$ cat src/rtl/sae_char_sequencer.sv
// sae_char_sequencer: upstream feeder for the character encryption core.
// Plaintext bytes are queued in a small FIFO. Each byte is issued to the core
// as one encrypt request. The result, or a timeout, is returned in input order
// on a valid/ready stream.
`timescale 1ns/1ps
module sae_char_sequencer #(
  parameter int FIFO_DEPTH     = 8,
  parameter int TIMEOUT_CYCLES = 15
) (
  input  logic                         clk,
  input  logic                         rst,
  input  logic                         key_load,
  input  logic [7:0]                   key_in,
  input  logic                         ptxt_valid,
  input  logic [7:0]                   ptxt_data,
  output logic                         ptxt_ready,
  output logic                         ctxt_valid,
  output logic [7:0]                   ctxt_data,
  output logic                         ctxt_err,
  input  logic                         ctxt_ready,
  output logic [1:0]                   core_mode,
  output logic [7:0]                   core_plaintext,
  output logic [7:0]                   core_public_key,
  input  logic [7:0]                   core_char_ciphertext,
  input  logic                         core_c_ready,
  input  logic                         core_err_invalid_ptxt,
  output logic                         timeout_err,
  input  logic                         clr_err,
  output logic [$clog2(FIFO_DEPTH):0]  fifo_count,
  output logic                         busy
);

  localparam int AW = $clog2(FIFO_DEPTH);
  localparam int CW = AW + 1;
  localparam int TW = ($clog2(TIMEOUT_CYCLES) > 0) ? $clog2(TIMEOUT_CYCLES) : 1;

  localparam logic [1:0] MODE_IDLE = 2'b00;
  localparam logic [1:0] MODE_ENC  = 2'b10;

  typedef enum logic [1:0] {
    ST_IDLE  = 2'd0,
    ST_ISSUE = 2'd1,
    ST_WAIT  = 2'd2,
    ST_OUT   = 2'd3
  } state_t;

  state_t        state_r, state_nxt_s;
  logic [1:0]    mode_r, mode_nxt_s;
  logic [7:0]    ptxt_r, ptxt_nxt_s;
  logic [TW-1:0] tmr_r, tmr_nxt_s;
  logic [7:0]    key_r;

  logic [7:0]    mem_r [FIFO_DEPTH];
  logic [AW-1:0] wr_ptr_r, rd_ptr_r;
  logic [CW-1:0] count_r;

  logic          ctxt_valid_r, ctxt_err_r, timeout_err_r;
  logic [7:0]    ctxt_data_r;

  logic          push_s, pop_s, cap_s, cap_err_s, tmo_s, out_done_s;
  logic [7:0]    cap_data_s;

  // ready must drop while reset is held, so it is gated by rst directly
  assign ptxt_ready      = ~rst & (count_r < CW'(FIFO_DEPTH));
  assign push_s          = ptxt_valid & ptxt_ready;
  assign pop_s           = cap_s;

  assign core_mode       = mode_r;
  assign core_plaintext  = ptxt_r;
  assign core_public_key = key_r;
  assign ctxt_valid      = ctxt_valid_r;
  assign ctxt_data       = ctxt_data_r;
  assign ctxt_err        = ctxt_err_r;
  assign timeout_err     = timeout_err_r;
  assign fifo_count      = count_r;
  assign busy            = (state_r != ST_IDLE);

  // Next-state, request and result-capture decode for the request FSM
  always_comb begin
    state_nxt_s = state_r;
    mode_nxt_s  = mode_r;
    ptxt_nxt_s  = ptxt_r;
    tmr_nxt_s   = tmr_r;
    cap_s       = 1'b0;
    cap_data_s  = 8'h00;
    cap_err_s   = 1'b0;
    tmo_s       = 1'b0;
    out_done_s  = 1'b0;
    case (state_r)
      ST_IDLE: begin
        if (count_r != {CW{1'b0}}) begin
          ptxt_nxt_s  = mem_r[rd_ptr_r];
          mode_nxt_s  = MODE_ENC;
          state_nxt_s = ST_ISSUE;
        end else begin
          state_nxt_s = ST_IDLE;
        end
      end
      ST_ISSUE: begin
        tmr_nxt_s   = {TW{1'b0}};
        state_nxt_s = ST_WAIT;
      end
      ST_WAIT: begin
        tmr_nxt_s = tmr_r + TW'(1'b1);
        if (core_c_ready || core_err_invalid_ptxt) begin
          // the error flag rides along with whatever data the core presents
          cap_s       = 1'b1;
          cap_data_s  = core_char_ciphertext;
          cap_err_s   = core_err_invalid_ptxt;
          mode_nxt_s  = MODE_IDLE;
          state_nxt_s = ST_OUT;
        end else if (tmr_r == TW'(TIMEOUT_CYCLES - 1)) begin
          cap_s       = 1'b1;
          cap_data_s  = 8'h00;
          cap_err_s   = 1'b1;
          tmo_s       = 1'b1;
          mode_nxt_s  = MODE_IDLE;
          state_nxt_s = ST_OUT;
        end else begin
          state_nxt_s = ST_WAIT;
        end
      end
      ST_OUT: begin
        if (ctxt_valid_r && ctxt_ready) begin
          out_done_s  = 1'b1;
          state_nxt_s = ST_IDLE;
        end else begin
          state_nxt_s = ST_OUT;
        end
      end
      default: begin
        mode_nxt_s  = MODE_IDLE;
        state_nxt_s = ST_IDLE;
      end
    endcase
  end

  // FSM state plus the request registers presented to the core
  always_ff @(posedge clk or posedge rst) begin
    if (rst) begin
      state_r <= ST_IDLE;
      mode_r  <= MODE_IDLE;
      ptxt_r  <= 8'h00;
      tmr_r   <= {TW{1'b0}};
    end else begin
      state_r <= state_nxt_s;
      mode_r  <= mode_nxt_s;
      ptxt_r  <= ptxt_nxt_s;
      tmr_r   <= tmr_nxt_s;
    end
  end

  // Key register; only replaced when nothing is queued or in flight
  always_ff @(posedge clk or posedge rst) begin
    if (rst) begin
      key_r <= 8'h00;
    end else if (key_load && (state_r == ST_IDLE) && (count_r == {CW{1'b0}})) begin
      key_r <= key_in;
    end
  end

  // FIFO storage; entries are only read when qualified by count_r
  always_ff @(posedge clk) begin
    if (push_s) begin
      mem_r[wr_ptr_r] <= ptxt_data;
    end
  end

  // FIFO pointers and occupancy; pointers wrap naturally at the power-of-2 depth
  always_ff @(posedge clk or posedge rst) begin
    if (rst) begin
      wr_ptr_r <= {AW{1'b0}};
      rd_ptr_r <= {AW{1'b0}};
      count_r  <= {CW{1'b0}};
    end else begin
      if (push_s) wr_ptr_r <= wr_ptr_r + AW'(1'b1);
      if (pop_s)  rd_ptr_r <= rd_ptr_r + AW'(1'b1);
      case ({push_s, pop_s})
        2'b10:   count_r <= count_r + CW'(1'b1);
        2'b01:   count_r <= count_r - CW'(1'b1);
        default: count_r <= count_r;
      endcase
    end
  end

  // Result stream registers and the sticky timeout flag
  always_ff @(posedge clk or posedge rst) begin
    if (rst) begin
      ctxt_valid_r  <= 1'b0;
      ctxt_data_r   <= 8'h00;
      ctxt_err_r    <= 1'b0;
      timeout_err_r <= 1'b0;
    end else begin
      if (cap_s) begin
        ctxt_valid_r <= 1'b1;
        ctxt_data_r  <= cap_data_s;
        ctxt_err_r   <= cap_err_s;
      end else if (out_done_s) begin
        ctxt_valid_r <= 1'b0;
      end
      // a timeout in the same cycle as a clear keeps the flag set
      if (tmo_s) begin
        timeout_err_r <= 1'b1;
      end else if (clr_err) begin
        timeout_err_r <= 1'b0;
      end
    end
  end

endmodule
$ cat config.mk
export PLATFORM = sky130hd
export DESIGN_NAME = sae_char_sequencer
export DESIGN_NICKNAME = d
export VERILOG_FILES = /design/src/rtl/sae_char_sequencer.sv
export SDC_FILE = /design/constraint.sdc
export NUM_CORES = 1
export LEC_CHECK = 0
export BUFFER_PORTS_ARGS = -buffer_cell sky130_fd_sc_hd__clkbuf_2
export CAP_MARGIN = 20
export CORE_ASPECT_RATIO = 0.6
export CORE_UTILIZATION = 47
export DETAILED_ROUTE_END_ITERATION = 16
export PLACE_DENSITY = 0.7
export SLEW_MARGIN = 15
export SYNTH_ARGS = -nofsm -noshare
export SYNTH_HDL_FRONTEND = slang
export SYNTH_SLANG_ARGS = --single-unit
$ cat constraint.sdc
create_clock -name clk -period 2.7 [get_ports clk]
set_clock_uncertainty 0.2 [all_clocks]
set_input_delay 0.54 -clock clk [delete_from_list [all_inputs] [get_ports clk]]
set_output_delay 0.54 -clock clk [all_outputs]
set_load 0.01 [all_outputs]
==> impl_metrics.ini, run 1 <==
[outcome]
status = completed

[critical_path]
cp-start-kind = flip-flop
worstSetupStartpoint = tmr_r[0]$_DFFE_PP0P_
slowest_delay_ns = 0.37
crit_required_ns = 2.73
end_kind = flip-flop
path_cells = inv_1 -> ha_1 -> and3_4 -> o31ai_4 -> inv_2 -> ha_2 -> xor2_1 -> ha_1 -> a21oi_1 -> xor2_1 -> nor2_1 -> xor2_1
crit_cells = 12
reg2reg_from = tmr_r[0]$_DFFE_PP0P_
crit_type = reg2reg
cp.arrival_ns = 2.58
cp_max_fo = 5
path_buf_inv = 2
critical-path-slowest-cell = dfrtp_1
path_delay_family = adder cells
r2r_cells = 12
crit_top_cell = xor2_1

[power_and_ir_drop]
p_switching_mw = 1.92
leakage_nw = 2.19
comb_power_share_pct = 35.3
ir_worst_vdd_mv = 0.374
p_seq_share_pct = 42.8
power_density_nw_per_um2 = 1060
intPower_mw = 3.65
switching_share_pct = 34.4
power_mw = 5.57
clkPwrFrac_pct = 21.9

[drt]
drt_iter0_markers = 175
ant_nets = 0
routed_wl_mm = 8.95
viasPerCell = 5.10
vias = 2619
drt_drc_violations_left = 0
first_pass_iters = 5
wl_per_cell_um = 17.4

[synth]
synth_top_area_share_pct = 43.2
syn-cell-area_um2 = 4450
synth-async-reset-ratio_pct = 40.7
synth_cells = 297
syn_nets = 339
ys_top_cells_by_area = edfxtp_1 (43%), dfrtp_1 (25%), mux2_2 (6.6%), mux2i_1 (4.0%), ha_1 (2.8%)
ys_seq_area_share_pct = 67.9
syn_avg_cell_area_um2 = 15.0
ys_types = 40
synthFlopType = edfxtp_1
yosys_warnings = 0
ys_ff_latch = 108
synth-edff-count = 64
synth_top_area_cell = edfxtp_1

[global_routing]
antenna_found_initial = 0
grt_max_degree = 45
overflow = 0
first_global_vias = 2623
gr-usage-all-layers_pct = 19.6
grt_pass1_wl_mm = 14.0

[floorplanning]
fp.dieH_um = 77.4
io_pins = 67
die_area_um2 = 9870
die_w_um = 128
core_area_um2 = 9190
core.rowCount = 27
initial_core_util_pct = 48.4

[sta]
slew_headroom_pct = 40.8
worst_pin_slew_ns = 0.886
fin_setup_tns_ns = 0
grt_setup_unrepaired = no
finalHoldViolCount = 0
fmax_ghz = 0.392
fin_crit_ns = 2.55
hold_ws_ns = 0.122
setup_viol_count_final = 0
drv_slew = 0
fin_ws_ns = 0.146
timing.final.crit_share_pct = 94.6

[final_layout]
final_area_um2 = 5270
antennaDiodeCount = 0
nets = 421
postLayoutCoreUtil_pct = 57.4
seqCellArea_um2 = 3020
nFillCells = 780
final_cells = 514
multi_input_area_um2 = 1310
drive_gt1_share_pct = 34.1
areaGrowthSynthToFinish_pct = 18.4

[clock_tree]
clock-root-buffer = clkbuf_16
numCtsBuffers = 9
insertion_delay_ns = 0.35
h-tree-depth = 3
clock_sinks = 108
path_clk_slew_ns = 0.07
ctsHoldBuffers = 0
cts_tree = built
clk_path_buf_depth = 2

[placement]
port_buffers = 65
place_area_um2 = 4960
gp_congestion = 0.757
placed_cells = 497
hpwl_mm = 6.17
dp_slack_ns = 0.0198

[flow_run]
drv_cap = 0

[min_path]
min_path_type = in2async
## final cells by class
cell class | instances | share of cell area, %
Clock buffer | 9 | 4.27
Multi-Input combinational cell | 167 | 24.8
Inverter | 12 | 0.854
Timing Repair Buffer | 81 | 8.69
Tap cell | 130 | 3.09
Clock inverter | 7 | 0.949
Sequential cell | 108 | 57.3
## registers in the layout, indices dropped and copies added (netlist names), 2 cells and up
name and flops:
core_plaintext 8, rd_ptr_r 3, ctxt_data 8, core_public_key 8, tmr_r 4, wr_ptr_r 3, mem_r 64, state_r 2
fifo_count 4
## cell usage after synthesis, types with 2 or more instances
| master | n |
|---|---|
| a22o_1 | 8 |
| nand2_1 | 21 |
| a22oi_1 | 5 |
| xnor2_1 | 4 |
| nor3_1 | 2 |
| clkbuf_1 | 2 |
| a21oi_1 | 4 |
| o21ai_1 | 8 |
| nand2b_1 | 5 |
| nand3_1 | 3 |
| o21ai_0 | 8 |
| mux2_2 | 26 |
| o221ai_1 | 5 |
| a221o_1 | 3 |
| buf_12 | 3 |
| ha_1 | 10 |
| nor4bb_1 | 2 |
| xor2_1 | 5 |
| dfrtp_1 | 44 |
| nor2_1 | 13 |
| edfxtp_1 | 64 |
| o22ai_1 | 5 |
| inv_1 | 12 |
| mux2i_1 | 18 |
| buf_2 | 2 |
## power groups by stage
stage,logic [mW],clock network [mW],registers (mW)
6_report,1.97,1.22,2.38
3_3_place_gp,1.90,0,2.39
3_5_place_dp,1.96,0,2.42
5_1_grt,2.15,1.32,2.43
4_1_cts,1.97,1.25,2.38
2_1_floorplan,1.27,0,2.48
## layout by cell type, fill, tap and decap left out, drive strengths merged, types with 2 or more instances in the layout
cell / count
a21oi: 4
a221o: 3
a22o: 8
a22oi: 5
and2: 2
buf: 16
clkbuf: 74
clkinv: 3
clkinvlp: 2
dfrtp: 44
edfxtp: 64
ha: 10
inv: 14
mux2: 26
mux2i: 18
nand2: 22
nand2b: 5
nand3: 3
nor2: 13
nor3: 2
nor4bb: 2
o21ai: 16
o221ai: 5
o22ai: 5
xnor2: 4
xor2: 5
## cell families (layout without fill, tap and decap cells)
| group | after synthesis | in the layout | share of synthesized area (%) |
|---|---|---|---|
| flip-flops | 108 | 108 | 67.9 |
| AND/OR/NAND/NOR | 54 | 54 | 5.90 |
| AO/OA/AOI/OAI | 49 | 49 | 7.62 |
| multiplexers | 44 | 44 | 10.6 |
| buffers and inverters | 22 | 109 | 3.26 |
| adder cells (fa/ha/maj) | 10 | 10 | 2.81 |
| XOR/XNOR | 9 | 9 | 1.77 |
| other | 1 | 1 | 0.0843 |
## routing by layer
metal	vias to the layer above	wire length, µm	track usage (%)
met1	1296	4540	29.0
met5	-	0	0
met4	0	98	5.65
met3	8	430	5.93
li1	1260	-	-
met2	55	3890	27.7
## worst paths after layout
check                      slack (ns)                       endpoint
max in group asynchronous        1.78  core_plaintext[5]$_DFFE_PP0P_
max                              0.15      fifo_count[2]$_DFFE_PP0P_
max reg2reg                      0.15      fifo_count[2]$_DFFE_PP0P_
min in group clk                 0.17        timeout_err$_DFFE_PP0P_
min reg2reg                      0.30  core_plaintext[7]$_DFFE_PP0P_
min                              0.12        wr_ptr_r[1]$_DFFE_PP0P_
## worst min-delay path, stage by stage
cell	delay (ns)
clkbuf_2	0.10
inv_2	0.04
buf_4	0.46
## repair_timing
item,CTS,global route
endpoints found under the setup margin,1,2
pin swaps,0,5
setup buffers,0,1
resized for setup,1,5
Power figures use the tool's default switching activity.
==> run 2: changes to the inputs <==
- ABC_AREA: unset -> 1
- ABC_CLOCK_PERIOD_IN_PS: unset -> 2700
- CORE_UTILIZATION: 47 -> 30
- PLACE_DENSITY: 0.7 -> unset
==> run 2 against run 1 <==
Net effect:
- flip-flop and latch count is the same
- via count up 22%
- combinational power is 80% lower
- largest cell class unchanged
==> impl_metrics.ini, run 2 <==
[power_and_ir_drop]
switching_share_pct = 24.6
ir_worst_vdd_mv = 0.310
clkPwrFrac_pct = 34.2
intPower_mw = 2.68
comb_power_share_pct = 11.1
p_seq_share_pct = 54.7
leakage_nw = 2.39
p_switching_uw = 873
power_mw = 3.56
power_density_nw_per_um2 = 656

[sta]
fin_crit_ns = 2.32
slew_headroom_pct = 60.3
setup_viol_count_final = 0
timing.final.crit_share_pct = 85.7
fin_ws_ns = 0.385
grt_setup_unrepaired = no
worst_pin_slew_ns = 0.594
fin_setup_tns_ns = 0
hold_ws_ns = 0.0691
drv_slew = 0
finalHoldViolCount = 0
fmax_ghz = 0.432

[synth]
synth-async-reset-ratio_pct = 40.7
ys_top_cells_by_area = edfxtp_1 (42%), dfrtp_1 (24%), nor2_1 (6.7%), nand2_1 (6.5%), nand3_1 (4.8%)
ys_ff_latch = 108
synth_top_area_share_pct = 41.8
yosysMostFrequentCell = nor2_1
synth-edff-count = 64
syn_nets = 473
synthTopCellsByCount = nor2_1 (82), nand2_1 (80), edfxtp_1 (64)
ys_seq_area_share_pct = 65.7
ys_types = 31
syn-cell-area_um2 = 4600
synthFlopType = edfxtp_1
synth_top_area_cell = edfxtp_1
syn_avg_cell_area_um2 = 10.7
synth_cells = 431
yosys_warnings = 0

[floorplanning]
core_area_um2 = 14700
die_w_um = 162
fp.dieH_um = 97.9
core.rowCount = 34
die_area_um2 = 15800
io_pins = 67
initial_core_util_pct = 31.2

[critical_path]
r2r_cells = 13
ff2ff_setup_slack_ns = 0.38
crit_type = reg2reg
r2r-end = fifo_count[2]$_DFFE_PP0P_
end_kind = flip-flop
cp.arrival_ns = 2.38
cp-start-kind = flip-flop
reg2reg_from = tmr_r[0]$_DFFE_PP0P_
cp_max_fo = 7
crit_required_ns = 2.76

[clock_tree]
ctsHoldBuffers = 0
h-tree-depth = 3
clk_path_buf_depth = 2
clock-root-buffer = clkbuf_16
post-cts-setup-buffers = 0
insertion_delay_ns = 0.34
path_clk_slew_ns = 0.07
cts_tree = built
numCtsBuffers = 9
cts_resized = 0
clock_sinks = 108

[global_routing]
first_global_vias = 3133
gr-usage-all-layers_pct = 13.6
antenna_found_initial = 0
grt_pass1_wl_mm = 16.3
grt_max_degree = 34
overflow = 0

[placement]
dp_slack_ns = 0.310
gp_congestion = 0.772
placed_cells = 693
port_buffers = 65
hpwl_mm = 7.13

[final_layout]
nets = 548
final_common_cell = nor2_1
largest_register_ffs = 64
antennaDiodeCount = 0
drive_gt1_share_pct = 21.5
nFillCells = 1447
final_cell_mix = nor2_1 (82), nand2_1 (80), clkbuf_2 (65), edfxtp_1 (64)
largest_register = mem_r
final_cells = 709
areaGrowthSynthToFinish_pct = 17.8

[drt]
drt_iter0_markers = 247
routed.top_layer = met4
vias = 3189
ant_nets = 0
routed_wl_mm = 9.99
wl_per_cell_um = 14.1
drt_drc_violations_left = 0
wirelength_met1_mm = 4.85
viasPerCell = 4.50
first_pass_iters = 4
wl_met3_um = 756
wl_met2_mm = 4.28

[flow_run]
drv_cap = 0

[outcome]
status = completed

[min_path]
min_path_type = in2async
## run 2: cell count changes in the layout (fill, tap and decap cells not counted), moves of 5 or more
cell | previous run | this run
mux2i_1 | 18 | 0
inv_1 | 10 | 17
nand2_1 | 21 | 80
mux2_2 | 26 | 0
a22oi_1 | 5 | 0
nand3_1 | 3 | 44
o21ai_1 | 8 | 30
o221ai_1 | 5 | 0
nor2_1 | 13 | 82
a22o_1 | 8 | 0
inv_2 | 2 | 8
nand2b_1 | 5 | 0
## run 2: metrics by stage
stage	utilization (%)	area (µm²)
2_1_floorplan	-	4600
3_3_place_gp	35.0	5150
3_5_place_dp	35.0	5150
4_1_cts	36.8	5420
5_1_grt	36.8	5420
6_report	36.8	5420
## run 2: cell families (layout without fill, tap and decap cells)
group | count (synthesis) | count (layout) | share of synthesized area, %
simple gates | 217 | 217 | 19.7
flops | 108 | 108 | 65.7
compound gates | 47 | 47 | 5.47
buf+inv | 42 | 122 | 5.20
fa+ha+maj | 10 | 10 | 2.72
xor+xnor | 6 | 6 | 1.14
other cells | 1 | 1 | 0.0815
## run 2: how the worst max path moves through the flow
stage | start | to | slack (ns) | cells past startpoint
finish | tmr_r[0]$_DFFE_PP0P_ | fifo_count[2]$_DFFE_PP0P_ | 0.38 | 13
global route | tmr_r[0]$_DFFE_PP0P_ | fifo_count[2]$_DFFE_PP0P_ | 0.15 | 13
CTS | tmr_r[0]$_DFFE_PP0P_ | fifo_count[2]$_DFFE_PP0P_ | 0.37 | 13
detailed placement | core_c_ready | fifo_count[2]$_DFFE_PP0P_ | 0.31 | 13
global placement | core_c_ready | fifo_count[2]$_DFFE_PP0P_ | 0.41 | 13
floorplan | core_c_ready | fifo_count[2]$_DFFE_PP0P_ | 0.57 | 12
## run 2: final cells by class
class                   count  area (µm²)  area share, %
flip-flops and latches    108        3020           55.8
inverters                  26         100           1.85
multi-input cells         281        1340           24.7
clock buffers              14         264           4.87
repair buffers             80         438           8.08
well taps                 198         248           4.57
clock inverters             2        10.0          0.185
## run 2: worst max-delay path: stages, from the launching register on
cell	delay, ns
dfrtp_1	0.40
inv_1	0.10
ha_1	0.15
nand3_1	0.11
nand2_1	0.10
nand2_2	0.06
inv_2	0.11
ha_1	0.23
nor2_1	0.06
nor2_1	0.14
ha_1	0.16
a21oi_1	0.05
or2_1	0.23
a31oi_1	0.14
## run 2: power by group through the flow
stage	logic, mW	clock network (mW)	registers [mW]
2_1_floorplan	0.224	0	1.98
3_3_place_gp	0.379	0	1.97
3_5_place_dp	0.397	0	1.98
4_1_cts	0.400	1.25	1.94
5_1_grt	0.450	1.32	1.96
6_report	0.394	1.22	1.94
## run 2: per-layer routing
layer / GRT usage (%) / up-vias
met5: 0 / -
met4: 3.92 / 0
met3: 4.25 / 9
met2: 19.4 / 86
met1: 19.8 / 1511
li1: - / 1583
